$ cat src/rtl/vga_timing_gen.sv
// Raster timing generator: pixel-rate enable, column/row, blank_n, hsync/vsync, frame_start.
// Optional VGA_SYNC_DELAY_EN delays hsync/vsync/blank_n by one pixel behind column/row.
module vga_timing_gen #(
    parameter int unsigned CLK_DIV   = 2,
    parameter int unsigned H_VISIBLE = 640,
    parameter int unsigned H_FRONT   = 16,
    parameter int unsigned H_SYNC    = 96,
    parameter int unsigned H_BACK    = 48,
    parameter int unsigned V_VISIBLE = 480,
    parameter int unsigned V_FRONT   = 10,
    parameter int unsigned V_SYNC    = 2,
    parameter int unsigned V_BACK    = 33,
    parameter int unsigned SYNC_POL  = 0
) (
    input  logic       clk,
    input  logic       rst,
    output logic       pix_en,
    output logic [9:0] column,
    output logic [8:0] row,
    output logic       blank_n,
    output logic       hsync,
    output logic       vsync,
    output logic       frame_start
);

    localparam int unsigned H_TOTAL  = H_VISIBLE + H_FRONT + H_SYNC + H_BACK;
    localparam int unsigned V_TOTAL  = V_VISIBLE + V_FRONT + V_SYNC + V_BACK;
    localparam int unsigned HS_START = H_VISIBLE + H_FRONT;
    localparam int unsigned HS_END   = HS_START + H_SYNC;
    localparam int unsigned VS_START = V_VISIBLE + V_FRONT;
    localparam int unsigned VS_END   = VS_START + V_SYNC;
    localparam int unsigned DIV_W    = (CLK_DIV > 1) ? $clog2(CLK_DIV) : 1;

    localparam logic [DIV_W-1:0] DIV_LAST  = DIV_W'(CLK_DIV - 1);
    localparam logic             SYNC_ACT  = 1'(SYNC_POL);
    localparam logic             SYNC_IDLE = ~SYNC_ACT;
    // pix_en is a flop mirroring (div == CLK_DIV-1), so its reset value follows div=0
    localparam logic             PIX_EN_RST = 1'(CLK_DIV == 1);

    logic [DIV_W-1:0] div_q, div_d;
    logic             pix_en_q, pix_en_d;
    logic [9:0]       hcnt_q, hcnt_d;
    logic [9:0]       vcnt_q, vcnt_d;
    logic [9:0]       column_q, column_d;
    logic [8:0]       row_q, row_d;
    logic             blank_q, blank_d;
    logic             hsync_q, hsync_d;
    logic             vsync_q, vsync_d;
    logic             fs_q, fs_d;
`ifdef VGA_SYNC_DELAY_EN
    logic             blank_dly_q, blank_dly_d;
    logic             hsync_dly_q, hsync_dly_d;
    logic             vsync_dly_q, vsync_dly_d;
`endif

    // Divider, raster counters and output decode, all advancing on the pixel strobe
    always_comb begin
        div_d    = (div_q == DIV_LAST) ? '0 : div_q + DIV_W'(1);
        pix_en_d = (div_d == DIV_LAST);
        hcnt_d   = hcnt_q;
        vcnt_d   = vcnt_q;
        column_d = column_q;
        row_d    = row_q;
        blank_d  = blank_q;
        hsync_d  = hsync_q;
        vsync_d  = vsync_q;
        fs_d     = 1'b0;
`ifdef VGA_SYNC_DELAY_EN
        blank_dly_d = blank_dly_q;
        hsync_dly_d = hsync_dly_q;
        vsync_dly_d = vsync_dly_q;
`endif
        if (pix_en_q) begin
            if (hcnt_q == 10'(H_TOTAL - 1)) begin
                hcnt_d = '0;
                vcnt_d = (vcnt_q == 10'(V_TOTAL - 1)) ? '0 : vcnt_q + 10'd1;
            end else begin
                hcnt_d = hcnt_q + 10'd1;
            end
            column_d = hcnt_q;
            row_d    = (vcnt_q < 10'(V_VISIBLE)) ? vcnt_q[8:0] : 9'd0;
            blank_d  = (hcnt_q < 10'(H_VISIBLE)) && (vcnt_q < 10'(V_VISIBLE));
            hsync_d  = (hcnt_q >= 10'(HS_START) && hcnt_q < 10'(HS_END)) ? SYNC_ACT : SYNC_IDLE;
            vsync_d  = (vcnt_q >= 10'(VS_START) && vcnt_q < 10'(VS_END)) ? SYNC_ACT : SYNC_IDLE;
            fs_d     = (hcnt_q == 10'd0) && (vcnt_q == 10'd0);
`ifdef VGA_SYNC_DELAY_EN
            blank_dly_d = blank_q;
            hsync_dly_d = hsync_q;
            vsync_dly_d = vsync_q;
`endif
        end
    end

    always_ff @(posedge clk or negedge rst) begin
        if (!rst) begin
            div_q    <= '0;
            pix_en_q <= PIX_EN_RST;
            hcnt_q   <= '0;
            vcnt_q   <= '0;
            column_q <= '0;
            row_q    <= '0;
            blank_q  <= 1'b0;
            hsync_q  <= SYNC_IDLE;
            vsync_q  <= SYNC_IDLE;
            fs_q     <= 1'b0;
`ifdef VGA_SYNC_DELAY_EN
            blank_dly_q <= 1'b0;
            hsync_dly_q <= SYNC_IDLE;
            vsync_dly_q <= SYNC_IDLE;
`endif
        end else begin
            div_q    <= div_d;
            pix_en_q <= pix_en_d;
            hcnt_q   <= hcnt_d;
            vcnt_q   <= vcnt_d;
            column_q <= column_d;
            row_q    <= row_d;
            blank_q  <= blank_d;
            hsync_q  <= hsync_d;
            vsync_q  <= vsync_d;
            fs_q     <= fs_d;
`ifdef VGA_SYNC_DELAY_EN
            blank_dly_q <= blank_dly_d;
            hsync_dly_q <= hsync_dly_d;
            vsync_dly_q <= vsync_dly_d;
`endif
        end
    end

    assign pix_en      = pix_en_q;
    assign column      = column_q;
    assign row         = row_q;
    assign frame_start = fs_q;
`ifdef VGA_SYNC_DELAY_EN
    assign blank_n = blank_dly_q;
    assign hsync   = hsync_dly_q;
    assign vsync   = vsync_dly_q;
`else
    assign blank_n = blank_q;
    assign hsync   = hsync_q;
    assign vsync   = vsync_q;
`endif

endmodule

$ cat config.mk
export PLATFORM = sky130hd
export DESIGN_NAME = vga_timing_gen
export DESIGN_NICKNAME = d
export VERILOG_FILES = /design/src/rtl/vga_timing_gen.sv
export SDC_FILE = /design/constraint.sdc
export NUM_CORES = 1
export LEC_CHECK = 0
export BUFFER_PORTS_ARGS = -buffer_cell sky130_fd_sc_hd__buf_2
export CORE_MARGIN = 5
export CORE_UTILIZATION = 60
export CTS_CLUSTER_DIAMETER = 40
export DETAILED_ROUTE_END_ITERATION = 12
export GPL_ROUTABILITY_DRIVEN = 0
export PLACE_DENSITY = 0.78
export SYNTH_ARGS = -nofsm -noshare
export SYNTH_HDL_FRONTEND = slang
export SYNTH_SLANG_ARGS = --single-unit
$ cat constraint.sdc
create_clock -name clk -period 2.3 [get_ports clk]
set_input_delay 0.46 -clock clk [delete_from_list [all_inputs] [get_ports clk]]
set_output_delay 0.46 -clock clk [all_outputs]
set_load 0.01 [all_outputs]
==> impl_summary.txt <==
----------------------------------------------------
[Floorplan]
  Starting density of the core ... 63.3%
  Std cell rows ... 20
  Core outline area ... between 3000 and 4000 sq um
  Area enclosed by the die boundary ... 4520 sq um
  Top Ports ... 26
  Floorplan die width ... 67.2 microns
  Die outline height ... 67.2 microns

[Synthesis]
  Post-synthesis register bit count ... 44
  Sequential share of the synthesized area ... 56.1%
  Portion of synthesized cell area occupied by the leading cell type ... 53.5%
  Number of distinct library cell variants in the gate-level netlist after synthesis ... 37
  Top_reg_cell synth ... sky130_fd_sc_hd__dfrtp_1
  Mean Syn Cell Area ... 11.4 sq um
  Dominant cell type by area after synthesis ... sky130_fd_sc_hd__dfrtp_1
  Synthesized instance count ... roughly 170
  Main area contributors after synthesis ... sky130_fd_sc_hd__dfrtp_1 (53%), sky130_fd_sc_hd__mux2_2 (6.3%), sky130_fd_sc_hd__a22o_1 (4.5%)
  Share of synthesized registers carrying an async set or reset ... 100%
  Post-synth EDFFs ... 0
  Most common cell in the netlist ... sky130_fd_sc_hd__dfrtp_1
  Post-Syn Area ... around 2000 sq um
  Warnings, synthesis ... 0
  Most numerous cell types in the synthesized netlist ... sky130_fd_sc_hd__dfrtp_1 (42), sky130_fd_sc_hd__nand2_1 (15), sky130_fd_sc_hd__mux2_2 (11)
  Synthesized netlist net count ... about 180

[Critical path]
  Crit path required time ... 1.84 ns
  Crit-path max cell delay ... 0.70 ns
  Count of buffer and inverter cells on the critical path ... 1
  Launching element type of the critical path ... flop
  Cell-by-cell listing of the critical path ... buf_2
  Setup CP Type ... reg -> out
  Cell type group with the largest total delay on the critical path ... flip-flops
  Slowest library cell on the worst path ... sky130_fd_sc_hd__dfrtp_1
  Arrival time worst endpoint ... 1.27 ns
  Maximum net fanout on the critical path ... 15
  Nature of the critical path endpoint ... primary output

[Timing]
  Final count of pins violating max slew ... 0
  Setup repair after global routing missed its margin ... false
  Final critical-path required period ... 1.73 ns
  Maximum clock skew at final layout ... between 0.01 and 0.015 ns
  Hold Violations, Final ... 0
  Total Neg Setup Slack ... 0 ns
  Timing-limited maximum frequency ... 578 MHz
  Max transition margin ... 59.7%
  Setup violators final ... 0
  Worst-margin pin slew ... 0.603 ns
  Ratio of final minimum period to clock period ... around three quarters

[Detailed routing]
  DR pass1 iterations ... 4
  Average vias per placed instance ... 5.80
  Via Count ... 1410
  Routed length per instance ... 15.3 microns
  ANT nets after route ... 0
  Count of routing violations after the opening detailed-route iteration ... approximately 110
  Total wire length ... 3710 microns
  DRC ... 0

[Final layout]
  Synthesis-to-layout area growth ... 12.2%
  Fill count ... 231
  Final Util ... 71.0%
  Fraction of layout cells with a size suffix above 1 ... 24.6%
  Area occupied by multi-input gates ... 783 sq um
  Number of antenna repair diodes ... 0
  Total Nets Final ... a little over 200
  Register area ... 1100 sq um

[CTS]
  Clock transition at the registers of the reported paths ... 0.12 ns
  Worst-skew pair later-pin latency ... 0.35 ns
  Clock Root Buffer ... sky130_fd_sc_hd__clkbuf_4
  Total clock buffers created by CTS ... 5
  Number of buffers inserted by hold repair at cts ... 0
  CTS tree ... built
  Cells resized by post-CTS repair ... 0
  Setup repair bufs after CTS ... 0
  Buffer depth of the longest clock path ... 2
  Number of H-tree branching levels ... 2
  Number of sinks on the clock net ... 44

[Global routing]
  Via count of the first global-routing pass ... 1349
  GR Overflow Total ... 0
  Initial antenna violation count ... 0
  Largest net degree at the start of global routing ... 45
  Global-route wire length before repair ... ~6400 microns
  GR Util All Layers ... 19.0%

[Hold path]
  Kind of path behind the tightest hold check ... in -> async

[Outcome]
  Outcome ... finished, final reports clean

[Flow run]
  Max-cap violations ... 0

[Power]
  Power per cell area ... 567 nW/um^2
  P_leak ... 1.05 nW
  Largest vdd supply drop ... 0.554 mV

[Placed design]
  Count of buffers inserted at the top-level ports ... 25
  Half-perimeter wire length after placement ... approximately 2700 microns

----------------------------------------------------
registers in the layout (all words and copies together) (netlist names):
| name | cells |
|---|---|
| hcnt_q | 10 |
| row | 9 |
| frame_start | 1 |
| pix_en | 1 |
| vsync | 1 |
| vcnt_q | 10 |
| hsync | 1 |
| column | 10 |
| blank_n | 1 |
worst paths after layout:
kind | endpoint | depth (start not counted) | slack [ns] | from
max | pix_en | 1 | 0.57 | pix_en
min | column[5] | 2 | 0.05 | rst
max reg2reg | vcnt_q[8] | 5 | 0.60 | hcnt_q[5]
min reg2reg | column[7] | 1 | 0.52 | column[7]
max in group asynchronous | vsync | 2 | 1.98 | rst
min in group clk | column[7] | 1 | 0.52 | column[7]
placed cells by master, fill, tap and decap left out, drive strengths merged, types with 3 or more instances in the layout:
| cell | n |
|---|---|
| dfrtp | 42 |
| buf | 28 |
| nand2 | 15 |
| mux2 | 11 |
| a22o | 10 |
| o21ai | 8 |
| inv | 7 |
| xor2 | 7 |
| nand4 | 6 |
| nand3 | 6 |
| nor2 | 6 |
| clkbuf | 6 |
| nor3 | 5 |
| ha | 4 |
| a31oi | 3 |
| a21oi | 3 |
| xnor2 | 3 |
| nor4 | 3 |
cells by family after synthesis:
group	Yosys count	synth area share, %
and+or+nand+nor	59	16.9
DFF	44	56.1
AOI/OAI and AO/OA	28	9.68
buffers and inverters	17	4.01
muxes	11	6.30
xor gates and xnor gates	10	4.46
adders and majority gates	4	2.55
through the flow:
| stage | setup WS [ns] | instances | power, mW | instance area, sq um | hold WS, ns |
|---|---|---|---|---|---|
| 2_1_floorplan | 0.750 | 173 | 0.788 | 1970 | 0.164 |
| 3_3_place_gp | 0.711 | 235 | 0.807 | 2130 | 0.447 |
| 3_5_place_dp | 0.609 | 235 | 0.808 | 2130 | 0.455 |
| 4_1_cts | 0.569 | 243 | 1.26 | 2200 | 0.0574 |
| 5_1_grt | 0.441 | 243 | 1.30 | 2200 | 0.0661 |
| 6_report | 0.569 | 243 | 1.25 | 2200 | 0.0515 |
power breakdown:
part           switching, mW  internal (mW)
combinational         0.0142        0.00418
sequential                 0          0.774
clock                  0.230          0.228
metal layers:
layer  track usage (%)  up-vias  wire (microns)
met4              8.35        0              58
met3              3.99        6             228
met2              28.7       40            1730
met1              26.5      697            1700
li1                  -      667               -
met5                 0        -               0
cell type report:
class / instances / area share, %
clock buffer: 6 / 1.87
clock inverter: 2 / 1.59
inverter: 7 / 1.19
multi-input combinational: 112 / 35.5
sequential: 44 / 50.1
tap: 44 / 2.50
timing repair buffer: 28 / 7.26
Power figures use the tool's default switching activity.
